--- src/rtl/emir_issue_ctrl.sv ---
// Round-robin issue controller for the shared emir_prep -> emir_end datapath.
// Tags each issue with its requester ID and credit-limits issue into a local result FIFO.
module emir_issue_ctrl #(
  parameter int unsigned NREQ  = 4,
  parameter int unsigned IDW   = 2,
  parameter int unsigned W     = 32,
  parameter int unsigned LAT   = 3,
  parameter int unsigned DEPTH = 4
) (
  input  logic              clk,
  input  logic              rst,
  input  logic [NREQ-1:0]   req_valid,
  output logic [NREQ-1:0]   req_ready,
  input  logic [NREQ*W-1:0] req_a,
  input  logic [NREQ*W-1:0] req_b,
  output logic              dp_issue,
  output logic [W-1:0]      dp_a,
  output logic [W-1:0]      dp_b,
  input  logic [W-1:0]      dp_z,
  input  logic              dp_y,
  output logic              res_valid,
  input  logic              res_ready,
  output logic [W-1:0]      res_z,
  output logic              res_y,
  output logic [IDW-1:0]    res_id,
  input  logic              drain,
  output logic              drained,
  output logic              busy
);
  localparam int unsigned CW = $clog2(DEPTH + 1);
  localparam int unsigned PW = $clog2(DEPTH);
  localparam int unsigned FW = $clog2(LAT + 1);

  typedef enum logic [1:0] {StRun, StDrain, StIdle} state_e;
  state_e state_q, state_d;

  logic [IDW-1:0] rr_q, winner, scan_idx;
  logic           found;
  logic [LAT-1:0] tag_v_q;
  logic [IDW-1:0] tag_id_q [LAT];
  logic [FW-1:0]  inflight;

  logic [W-1:0]   mem_z  [DEPTH];
  logic           mem_y  [DEPTH];
  logic [IDW-1:0] mem_id [DEPTH];
  logic [PW-1:0]  wr_ptr_q, rd_ptr_q;
  logic [CW-1:0]  count_q;
  logic           push, pop, credit_ok, issue_en;

  function automatic logic [PW-1:0] ptr_inc(input logic [PW-1:0] p);
    return (p == PW'(DEPTH - 1)) ? '0 : p + PW'(1);
  endfunction

  always_comb begin
    inflight = '0;
    for (int s = 0; s < int'(LAT); s++) inflight = inflight + FW'(tag_v_q[s]);
  end

  assign push = tag_v_q[LAT-1];
  assign pop  = (count_q != '0) && res_ready;
  // Results already queued or in flight each hold a slot; a same-cycle pop frees one.
  assign credit_ok = (32'(count_q) + 32'(inflight) - 32'(pop)) < DEPTH;
  assign issue_en  = (state_q == StRun) && !drain && credit_ok;

  always_comb begin
    found    = 1'b0;
    winner   = rr_q;
    scan_idx = '0;
    for (int k = 1; k <= int'(NREQ); k++) begin
      scan_idx = IDW'((32'(rr_q) + 32'(k)) % NREQ);
      if (!found && req_valid[scan_idx]) begin
        found  = 1'b1;
        winner = scan_idx;
      end
    end
  end

  always_comb begin
    req_ready = '0;
    if (found && issue_en) req_ready[winner] = 1'b1;
  end

  assign dp_issue = |req_ready;

  always_comb begin
    dp_a = '0;
    dp_b = '0;
    for (int i = 0; i < int'(NREQ); i++) begin
      if (winner == IDW'(i)) begin
        dp_a = req_a[i*W +: W];
        dp_b = req_b[i*W +: W];
      end
    end
  end

  always_ff @(posedge clk) begin
    if (rst) begin
      rr_q    <= IDW'(NREQ - 1);
      tag_v_q <= '0;
      for (int s = 0; s < int'(LAT); s++) tag_id_q[s] <= '0;
    end else begin
      if (dp_issue) rr_q <= winner;
      tag_v_q[0]  <= dp_issue;
      tag_id_q[0] <= winner;
      for (int s = 1; s < int'(LAT); s++) begin
        tag_v_q[s]  <= tag_v_q[s-1];
        tag_id_q[s] <= tag_id_q[s-1];
      end
    end
  end

  always_ff @(posedge clk) begin
    if (rst) begin
      wr_ptr_q <= '0;
      rd_ptr_q <= '0;
      count_q  <= '0;
    end else begin
      if (push) wr_ptr_q <= ptr_inc(wr_ptr_q);
      if (pop)  rd_ptr_q <= ptr_inc(rd_ptr_q);
      count_q <= count_q + CW'(push) - CW'(pop);
    end
  end

  always_ff @(posedge clk) begin
    if (push) begin
      mem_z[wr_ptr_q]  <= dp_z;
      mem_y[wr_ptr_q]  <= dp_y;
      mem_id[wr_ptr_q] <= tag_id_q[LAT-1];
    end
  end

  always_ff @(posedge clk) begin
    if (!rst) begin
      assert (!(push && !pop && (count_q == CW'(DEPTH))))
        else $error("emir_issue_ctrl: result FIFO overflow");
    end
  end

  assign res_valid = (count_q != '0);
  assign res_z     = mem_z[rd_ptr_q];
  assign res_y     = mem_y[rd_ptr_q];
  assign res_id    = mem_id[rd_ptr_q];
  assign busy      = (inflight != '0) || (count_q != '0);
  assign drained   = (state_q == StIdle);

  always_comb begin
    state_d = state_q;
    case (state_q)
      StRun:   if (drain) state_d = StDrain;
      StDrain: begin
        if (!drain) state_d = StRun;
        else if ((inflight == '0) && (count_q == '0)) state_d = StIdle;
      end
      StIdle:  if (!drain) state_d = StRun;
      default: state_d = StRun;
    endcase
  end

  always_ff @(posedge clk) begin
    if (rst) state_q <= StRun;
    else     state_q <= state_d;
  end

endmodule
--- config.mk ---
export PLATFORM = sky130hd
export DESIGN_NAME = emir_issue_ctrl
export DESIGN_NICKNAME = d
export VERILOG_FILES = /design/src/rtl/emir_issue_ctrl.sv
export SDC_FILE = /design/constraint.sdc
export NUM_CORES = 1
export LEC_CHECK = 0
export ABC_AREA = 1
export CAP_MARGIN = 20
export CORE_AREA = 2 2 159 161
export CTS_BUF_LIST = sky130_fd_sc_hd__clkbuf_16
export DETAILED_ROUTE_END_ITERATION = 16
export DIE_AREA = 0 0 161 163
export HOLD_SLACK_MARGIN = 0.15
export PLACE_DENSITY = 0.73
export SYNTH_ARGS = -nofsm -noshare
export SYNTH_HDL_FRONTEND = slang
export SYNTH_SLANG_ARGS = --single-unit
--- constraint.sdc ---
create_clock -name clk -period 3.5 [get_ports clk]
set_input_delay 0.35 -clock clk [delete_from_list [all_inputs] [get_ports clk]]
set_output_delay 0.35 -clock clk [all_outputs]
set_load 0.01 [all_outputs]
# Word level (Yosys, flattened, before mapping)
# Memories as Yosys holds them, arrays and structs flattened. A register that Yosys moved wholly into a read port is not among the register bits.
# Cells that the tools add are included.
# classes
add_sub_neg,12
order_cmp,7
eq_ne,10
muxes,48
n_bitwise,3
reduce_logical,22
# op_table
cell,n
two-way mux 32 bit,8
two-way mux 2 bit,19
< comparator 32 x 3 -> 1 bit (second input constant),1
< comparator 2 x 3 -> 1 bit (second input constant),5
two-way mux 1 bit,14
== test 2 bit (second input constant),5
logical AND 1 bit,9
adder 2 x 1 -> 2 bit (second input constant),4
binary-select mux 1 bit (select 2 bit),4
zero test 2 bit,3
one-hot mux 2 bit (3 select lines),1
subtractor 4 x 1 -> 5 bit,1
adder 2 bit (second input constant),2
adder 3 x 2 -> 4 bit,1
== test 2 x 1 -> 1 bit (second input constant),2
zero test 1 bit,4
two-way mux 4 bit,1
!= test 2 bit (second input constant),2
OR reduction 4 bit,1
adder 3 x 1 -> 3 bit,1
zero test 3 bit,1
!= test 3 bit (second input constant),1
OR 1 bit,3
AND reduction 3 bit,1
8 further kinds,8
# word_totals
regBits,14
mem_bits_rw,146
input_bits,297
output_inout_bits,107
mem_count,4
# mem_list
name,depth,width,rd,rd_ports_with_merged_regs,write_ports,line_no,rtl
mem_z,4,32,1,1,1,43,logic [W-1:0] mem_z [DEPTH];
mem_id,4,2,1,1,1,45,logic [IDW-1:0] mem_id [DEPTH];
tag_id_q,3,2,3,0,3,40,logic [IDW-1:0] tag_id_q [LAT];
mem_y,4,1,1,1,1,44,logic mem_y [DEPTH];

# Logic depth before layout (Yosys ltp)
# depth
word_depth,19
depth_mapped,15
mapped_depth_nobuf,14

# Least setup slack after synthesis
# No wires, ideal clock.
# synth_timing
path_type,reg-to-output
startpoint,register tag_v_q[2]
endpoint,output req_ready[0]
t_arrival_ns,2.274
required_ns,3.150
path_slack_ns,0.876
stages_incl_launch_ff,14
path_cell_list,dfxtp_1 > inv_1 > fa_1 > ha_1 > inv_1 > ha_1 > inv_1 > nor2_1 > nand2_1 > nand2_1 > nor2_1 > nor2_1 > nand2_1 > nor3_1
# synth_between
elab_chain_cells,7
# synth_lines
element,line_no,rtl
"start, declared",39,logic [LAT-1:0] tag_v_q;
"start signal, assigned by index",106,tag_v_q[s] <= tag_v_q[s-1];
adder 2 x 1 -> 2 bit,56,for (int s = 0; s < int'(LAT); s++) inflight = inflight + FW'(tag_v_q[s]);
adder 3 x 2 -> 4 bit,62,assign credit_ok = (32'(count_q) + 32'(inflight) - 32'(pop)) < DEPTH;
subtractor 4 x 1 -> 5 bit,62,
< comparator 32 x 3 -> 1 bit,62,
logical AND 1 bit,63,assign issue_en = (state_q == StRun) && !drain && credit_ok;
logical AND 1 bit,80,if (found && issue_en) req_ready[winner] = 1'b1;
two-way mux 4 bit,80,
"end, declared",13,"output logic [NREQ-1:0] req_ready,"
# No other way between the ends.

# Final worst setup path
# layout_timing
startpoint,register rr_q[0]
endpoint,output dp_b[29]
# layout_between
elab_chain_cells,18
# layout_lines
element,line_no,rtl
"start, declared",37,"logic [IDW-1:0] rr_q, winner, scan_idx;"
"start signal, assigned",98,rr_q <= IDW'(NREQ - 1);
"start signal, assigned",102,if (dp_issue) rr_q <= winner;
adder 2 x 1 -> 2 bit,70,scan_idx = IDW'((32'(rr_q) + 32'(k)) % NREQ);
binary-select mux 1 bit (select 2 bit),71,if (!found && req_valid[scan_idx]) begin
two-way mux 1 bit (implied by the code),71,
two-way mux 1 bit,71,
zero test 1 bit,71,
logical AND 1 bit,71,
two-way mux 1 bit,71,
zero test 1 bit,71,
logical AND 1 bit,71,
two-way mux 1 bit,71,
zero test 1 bit,71,
logical AND 1 bit,71,
two-way mux 2 bit (*),71,
zero test 2 bit,89,if (winner == IDW'(i)) begin
two-way mux 32 bit (3 in series),89,
two-way mux 32 bit (*),89,
"end, declared",18,"output logic [W-1:0] dp_b,"
# Every way passes the cells marked *; elsewhere a longest branch is shown, timed or not. The select of a mux whose other input is x is not followed.

==> out/metrics.yaml <==
outcome: "completed"
timing.rr.end: "rr_q[0]"
synth_top_cell_area_share: 0.489
fraction_of_power_consumed_by_the_clock_network: 0.101
remaining_drc_errors: 0
crit_arrival_ns: 3.07
holdCritPathClass: "reg2reg"
power.internal_w: 0.00978
number_of_cells_on_the_worst_reg_to_reg_path: 14
io-pin-count: 404
fraction_of_registers_with_async_set_or_reset_after_synthesis: 0
maximum_number_of_pins_on_one_net_before_global_route_repair: 78
cts_made_buffers: 17
fmax_ghz: 0.292
die-height_um: 163
place.gp.congestion: 1.01
critical_path.reg2reg.startpoint: "tag_v_q[2]"
dp_hpwl_um: 28900
placement_rows: 58
power_per_cell_area_nw_per_um2: 1340
timing_hold_violations_final: 0
yosys.cell_types.count: 27
finalCoreUtilization: 0.567
design_area_um2: 14000
synthesized_cell_area_um2: 8590
hold-path-cell-count: 2
cts.root.buffer_cell: "sky130_fd_sc_hd__clkbuf_16"
worst_path_largest_cell_delay_ns: 0.58
die_x_um: 161
synth_nets: 1273
worst_hold_slack_ns: 0.404
critPathSlowestCell: "sky130_fd_sc_hd__clkdlybuf4s50_1"
via_density: 5.47
clk_latency_ns: 0.42
clock-sinks: 162
finalPower_w: 0.0187
synthMostInstantiatedCell: "sky130_fd_sc_hd__nand2_1"
core_region_area_um2: 24700
timing.hold.worst.start: "tag_id_q[0][0]"
timing.critical_path.required_ns: 3.15
setup_violations: 0
timing.critical_path.max_delay_family: "simple AND/OR/NAND/NOR gates"
sw_frac_of_total: 0.478
initial_utilization: 0.348
drtAntennaViolNets: 0
port-buffer-count: 403
endpoint_kind: "output port"
sequentialPowerShare: 0.120
placement.cell_area_um2: 13000
final_net_count: 1664
dr.first_iter.drc_count: 1051
synth-seq-area-share: 0.541
timing.max_slew.rel_slack: 0.394
dieArea_um2: 26200
crit_path_start_kind: "register"
drt_wl_total_um: 39200
htree_levels: 4
netSwitchingPower_w: 0.00896
tritoncts_clock_tree: "built"
clkTransAtPathRegs_ns: 0.07
critical_path.most_common_cell: "sky130_fd_sc_hd__nand2_1"
vias: 9343
synth_area_per_cell_um2: 8.91
post_drt_wl_per_cell_um: 23.0
comb_power_share: 0.779
timing.hold.worst_endpoint: "tag_id_q[0][2]"
synth-edff-count: 140
share_of_layout_cells_above_drive_strength_1: 0.0739
layout-area-overhead-vs-synth_pct: 62.8
detail_route.first_pass.iterations: 9
post-synth-top-area-cell: "sky130_fd_sc_hd__edfxtp_1"
ys_seq_elements: 162
final.period_utilization: 0.977
timing.critical_path.cells: "buf_4, nand2_1, nand2_2, nand2_1, nand2_2, or2_0, nand3_4, nand2_8, nor2_4, buf_12, nand2_1, nand4_1, clkdlybuf4s50_1"
globalRoute.totalOverflow: 0
finalWorstPathRequiredPeriod_ns: 3.42
reg2reg_setup_slack_ns: 1.22
fin_worst_skew_ns: 0.0188
timing.max_cap.violations: 0
antenna_violations_before_repair: 17
synth_commonest_cells: "155 x sky130_fd_sc_hd__nand2_1, 142 x sky130_fd_sc_hd__nand3_1, 140 x sky130_fd_sc_hd__edfxtp_1, 114 x sky130_fd_sc_hd__nand4_1, 91 x sky130_fd_sc_hd__nor2_1"
maximum_fanout_count_along_the_critical_path: 25
post_synth_inst_count: 964
power_leakage_nw: 5.55
clock_path_buffers: 2
sum_of_buffers_and_inverters_on_the_critical_path: 3
synth_flop_cell: "sky130_fd_sc_hd__edfxtp_1"
yosysWarnings: 0
criticalPathCategory: "reg2out"
drv_slew: 0
worst_pin_slew_ns: 0.908
synth_top_cells_by_area: "sky130_fd_sc_hd__edfxtp_1 49%, sky130_fd_sc_hd__nand4_1 8.3%, sky130_fd_sc_hd__nand3_1 8.3%"
vias_in_the_first_global_route: 8678
power.ir.vdd_worst_mv: 1.33
grt_pass1_wl_um: 54700
grt_use_total: 0.284
-- area by class of cell --
class,count,area [um^2]
diodes,10,25.0
clock buffers,17,425
clock inverters,14,178
fillers,2190,10700
inverters,70,270
multi-input cells,654,3370
flip-flops and latches,162,4650
well taps,330,413
repair buffers,450,4660
-- cell families (layout without fill, tap and decap cells) --
group           count (synthesis)  in the layout  synth area share
compound gates                126            126            0.0800
xor+xnor                        1              1           0.00102
fa+ha+maj                      12             12            0.0192
buf+inv                       148            551            0.0769
flops                         162            162             0.541
other cells                     0             10                 0
simple gates                  515            515             0.282
-- through the flow --
step | setup slack, ns | TNS, ns | instances
finish | 0.0808 | 0 | 1707
global route | -0.0202 | -0.143 | 1705
CTS | -0.0135 | -0.0327 | 1689
detailed placement | 0.0117 | 0 | 1653
global placement | 0.0257 | 0 | 1653
floorplan | 0.876 | 0 | 964
-- how the worst max path moves through the flow --
stage / start / to / slack, ns / cells after the start
after floorplan: tag_v_q[2] / req_ready[0] / 0.88 / 13
after global placement: req_valid[0] / dp_b[28] / 0.03 / 13
after detailed placement: req_valid[0] / dp_b[28] / 0.01 / 13
after CTS: rr_q[0] / dp_a[9] / -0.01 / 13
after global routing: rr_q[0] / dp_a[11] / -0.02 / 13
final: rr_q[0] / dp_b[29] / 0.08 / 13
-- flip-flops by register name, indices dropped and copies added (netlist names), named ones only --
signal,flops
count_q,3
mem_id,8
mem_y,4
mem_z,128
rd_ptr_q,2
rr_q,2
state_q,2
tag_id_q,6
tag_v_q,3
wr_ptr_q,2
-- cell usage in the layout (no fill, tap or decap), drive strengths merged --
cell,instances
buf,46
bufbuf,1
dfxtp,22
ha,10
dlymetal6s2s,24
nand4,114
o22ai,35
nor2,93
nand2,157
o21a,1
diode,10
dlygate4sd2,7
o211a,2
bufinv,3
clkinv,3
or2,1
fa,2
inv,76
nor3,7
edfxtp,140
xor2,1
a21oi,10
clkinvlp,2
o21ai,78
clkbuf,19
nand3,143
clkdlybuf4s50,370
-- power by group through the flow --
stage	Clock (W)	Combinational, W	Sequential (W)
after floorplan	0	0.00691	0.00228
after CTS	0.00191	0.0141	0.00225
after global routing	0.00200	0.0155	0.00227
after detailed placement	0	0.0132	0.00229
after global placement	0	0.0132	0.00229
final	0.00189	0.0146	0.00225
-- metal layers --
| metal | vias to the layer above | global-route usage | part of all wire |
|---|---|---|---|
| met4 | 14 | 0.0913 | 0.025 |
| met5 | - | 0 | 0.0020 |
| li1 | 4257 | - | - |
| met1 | 4428 | 0.355 | 0.37 |
| met2 | 570 | 0.455 | 0.47 |
| met3 | 74 | 0.106 | 0.13 |
-- worst min-delay path, delay by kind of cell (launching register included) --
family                 cells  cell delay [ns]
buffers and inverters      1             0.04
flip-flops                 1             0.30
AND/OR/NAND/NOR            1             0.03
-- what timing repair did --
item | CTS | global route
resized for setup | 22 | 32
setup buffers | 2 | 6
gates cloned | 3 | 2
hold buffers | 0 | 0
pin swaps | 3 | 3
endpoints found under the setup margin | 59 | 61
No activity file was read; power rests on OpenSTA's default activity.
==> RTL change 1: new RTL, same flow settings <==
`W`: 32 -> 28.
--- a/src/rtl/emir_issue_ctrl.sv
+++ b/src/rtl/emir_issue_ctrl.sv
@@ -3,7 +3,7 @@
 module emir_issue_ctrl #(
   parameter int unsigned NREQ  = 4,
   parameter int unsigned IDW   = 2,
-  parameter int unsigned W     = 32,
+  parameter int unsigned W     = 28,
   parameter int unsigned LAT   = 3,
   parameter int unsigned DEPTH = 4
 ) (
Interface: changed (6 resized); port bits go from 404 to 356. The function was not compared with the original's and may differ.
==> RTL change 1 against the original RTL <==
Routed wire length shrank 20%; sequential cell count decreased by 16; critical path depth stayed put; area after synthesis is 9.6% lower; setup slack better by 0.12 ns; synthesized cell count shrank 9.5%; first-iteration DRC count decreased by 38%; final area shrank 11%; total power shrank 14%; hold slack got worse by 0.0042 ns; combinational power fell by 15%.
==> RTL change 1: results (changes against the original RTL) <==
Parameter                              Value

Placed design
  Placer congestion estimate    0.929 (-7.7%)
  I/O Buffers    355 (-12%)
  Detailed Place HPWL    23.1 mm (-20%)

Final layout
  Largest registers    mem_z (112), mem_id (8), tag_id_q (6)
  Non-clock inverters    65 (-7.1%)
  Portion of the layout cell area used by clock cells    0.0455 (+0.00233)
  Fin nets    1482 (-11%)
  Layout non-clock buf frac    0.320 (-0.0135)
  Number of multi-input logic gates    594 (-9.2%)

Logic synthesis
  Synth Area in Compound Gates    0.0852 (+0.00526)
  Synthesized-area fraction occupied by adder cells    0.0213 (+0.00204)
  Top area cells in the synthesized netlist    edfxtp_1, nand4_1, nand3_1

Power
  Reported leakage power    0.00494 µW (-11%)
  Cell internal pwr    8420 µW (-14%)
  Clk pwr    1720 µW (-9%)
  VDD IR max    1.12 mV (-16%)

Detailed routing
  First-pass iteration count of the detailed router    5 (-4)
  Sum of met3 wire segment lengths after detailed routing    2.58 mm (-49%)
  Met2 Wirelength    15.8 mm (-15%)
  Vias    8052 (-14%)

GRT
  Maximum number of pins on one net before global-route repair    65 (-17%)
  Vias in the first global route    7656 (-12%)
  Number of antenna violations at the first check in global routing    11 (-6)
  Global-route wire length before repair    45.2 mm (-17%)
  Met2 usage    0.390 (-0.0652)

Worst setup path
  R2R Setup Slk    1.10 ns (-0.12 ns)
  Peak fanout along the critical path    31 (+24%)
  Data arrival time of the critical path    2.95 ns (-0.12 ns)
  Critical path capture point    dp_b[7]

CTS
  Post-CTS setup buffer count    0 (-2)

Outcome
  Status    finished clean

STA
  Final Skew    0.00794 ns (-0.0109 ns)
  Worst Tran Pin Value    0.881 ns (-0.0262 ns)
==> RTL change 1: cell types whose count changed after synthesis, moves of 3 or more <==
| cell | delta |
|---|---|
| nand3_1 | -26 |
| nand4_1 | -21 |
| edfxtp_1 | -16 |
| a21oi_1 | +10 |
| o21ai_0 | -10 |
| nand2_1 | -9 |
| nor2_1 | -8 |
| clkbuf_1 | -7 |
| inv_1 | -6 |
| o22ai_1 | -4 |
| nand2_2 | +3 |
| nand2_4 | +3 |
==> RTL change 1: worst min-delay path by stage <==
stage	startpoint	endpoint	slack [ns]	depth (start not counted)
3_3_place_gp	tag_id_q[0][0]	tag_id_q[0][2]	0.39	2
5_1_grt	tag_id_q[0][0]	tag_id_q[0][2]	0.42	2
3_5_place_dp	tag_id_q[0][0]	tag_id_q[0][2]	0.39	2
6_report	tag_id_q[0][0]	tag_id_q[0][2]	0.40	2
2_1_floorplan	tag_id_q[0][0]	tag_id_q[0][2]	0.39	2
4_1_cts	tag_id_q[0][0]	tag_id_q[0][2]	0.40	2
==> RTL change 2: new RTL, config.mk and constraints unchanged <==
Made on the original files. The 3 states of `state_e` get a one-hot encoding in 3 bits.
--- a/src/rtl/emir_issue_ctrl.sv
+++ b/src/rtl/emir_issue_ctrl.sv
@@ -31,7 +31,7 @@
   localparam int unsigned PW = $clog2(DEPTH);
   localparam int unsigned FW = $clog2(LAT + 1);
 
-  typedef enum logic [1:0] {StRun, StDrain, StIdle} state_e;
+  typedef enum logic [2:0] {StRun = 3'b001, StDrain = 3'b010, StIdle = 3'b100} state_e;
   state_e state_q, state_d;
 
   logic [IDW-1:0] rr_q, winner, scan_idx;
Function: same outputs for any inputs over 4 cycles, from zero or initial values and one cycle with rst high; so few cycles prove little.
==> RTL change 2 against the original RTL <==
Hold slack worse by 0.0037 ns; routed wire length is 9.9% lower; area after synthesis is 1.1% higher; via count is 1.5% lower; setup slack better by 0.075 ns; final area is 0.51% higher; total power is 11% lower; final cell count is 0.53% higher; critical path depth stayed put; count of clock-buffer cells in the layout stayed put; sequential cell count is 1 higher; critical path type unchanged; largest power group unchanged.
==> RTL change 2: results (changes against the original RTL) <==
Parameter                              Value

Outcome
  Status    finished clean

Power
  VDD IR max    1.17 mV (-12%)
  Cell internal pwr    8760 µW (-10%)
  Part of the total power dissipated in sequential elements    0.135 (+0.015)

Placed design
  Placer congestion estimate    0.982 (-2.4%)
  Detailed Place HPWL    26.0 mm (-10%)
  Instance count after placement with tap cells included    1673 (+1.2%)
  Dpl cell area    0.0132 mm² (+1.5%)
  Post-placement worst setup slack    0.0988 ns (+0.0871 ns)

GRT
  Global-route wire length before repair    50.6 mm (-7.6%)
  Vias in the first global route    8712 (+0.39%)
  GRT Util Overall    0.253 (-0.0306)
  Maximum number of pins on one net before global-route repair    79 (+1.3%)
  Met2 usage    0.414 (-0.0417)
  Number of antenna violations at the first check in global routing    2 (-15)

CTS
  Number of clock sinks seen by CTS    163 (+0.62%)

Worst setup path
  Worst reg2reg endpoint    rr_q[1]
  Peak fanout along the critical path    19 (-24%)
  Data arrival time of the critical path    2.99 ns (-0.08 ns)
  Worst R2R Start    tag_v_q[0]

STA
  Final Skew    0.00489 ns (-0.0139 ns)
  Setup WS post-layout    0.156 ns (+0.0750 ns)
  Worst Tran Pin Value    0.810 ns (-0.0972 ns)

Logic synthesis
  Count of cell types in the netlist    32 (+19%)
  Synthesized net count    1292 (+1.5%)
  Top cells by count, synth    nand2_1, edfxtp_1, nand3_1
  Synth Area in XOR/XNOR    0.00101 (-0.0000112)

Detailed routing
  Met2 Wirelength    17.0 mm (-8.6%)
  Detailed Route Iter0 Violations    716 (-32%)
  WL met1    14.3 mm (-1.0%)
-- RTL change 2: cell types whose count changed after synthesis, moves of 3 or more --
cell	unedited run	this run
nor3_1	7	4
buf_6	5	2
inv_1	65	70
nand2_1	155	168
nand2_2	2	5
nand4_1	114	109
nor2_1	91	94
-- RTL change 2: tightest hold or removal path, stage by stage, from the launching register on --
cell     delay, ns
dfxtp_1       0.29
inv_1         0.04
nor2_1        0.03
-- RTL change 2: layout make-up --
type	count	area, µm²
repair inverters	1	5.00
clock inverters	15	134
flip-flops and latches	163	4670
well taps	330	413
fillers	2171	10600
inverters	77	299
diodes	1	2.50
clock buffers	17	425
repair buffers	444	4680
multi-input cells	668	3430
-- RTL change 2: timing repair --
item	in CTS	in global routing
setup endpoints to repair	10	58
resized for setup	11	50
cloned	1	4
pin swaps	4	4
buffers inserted	3	2
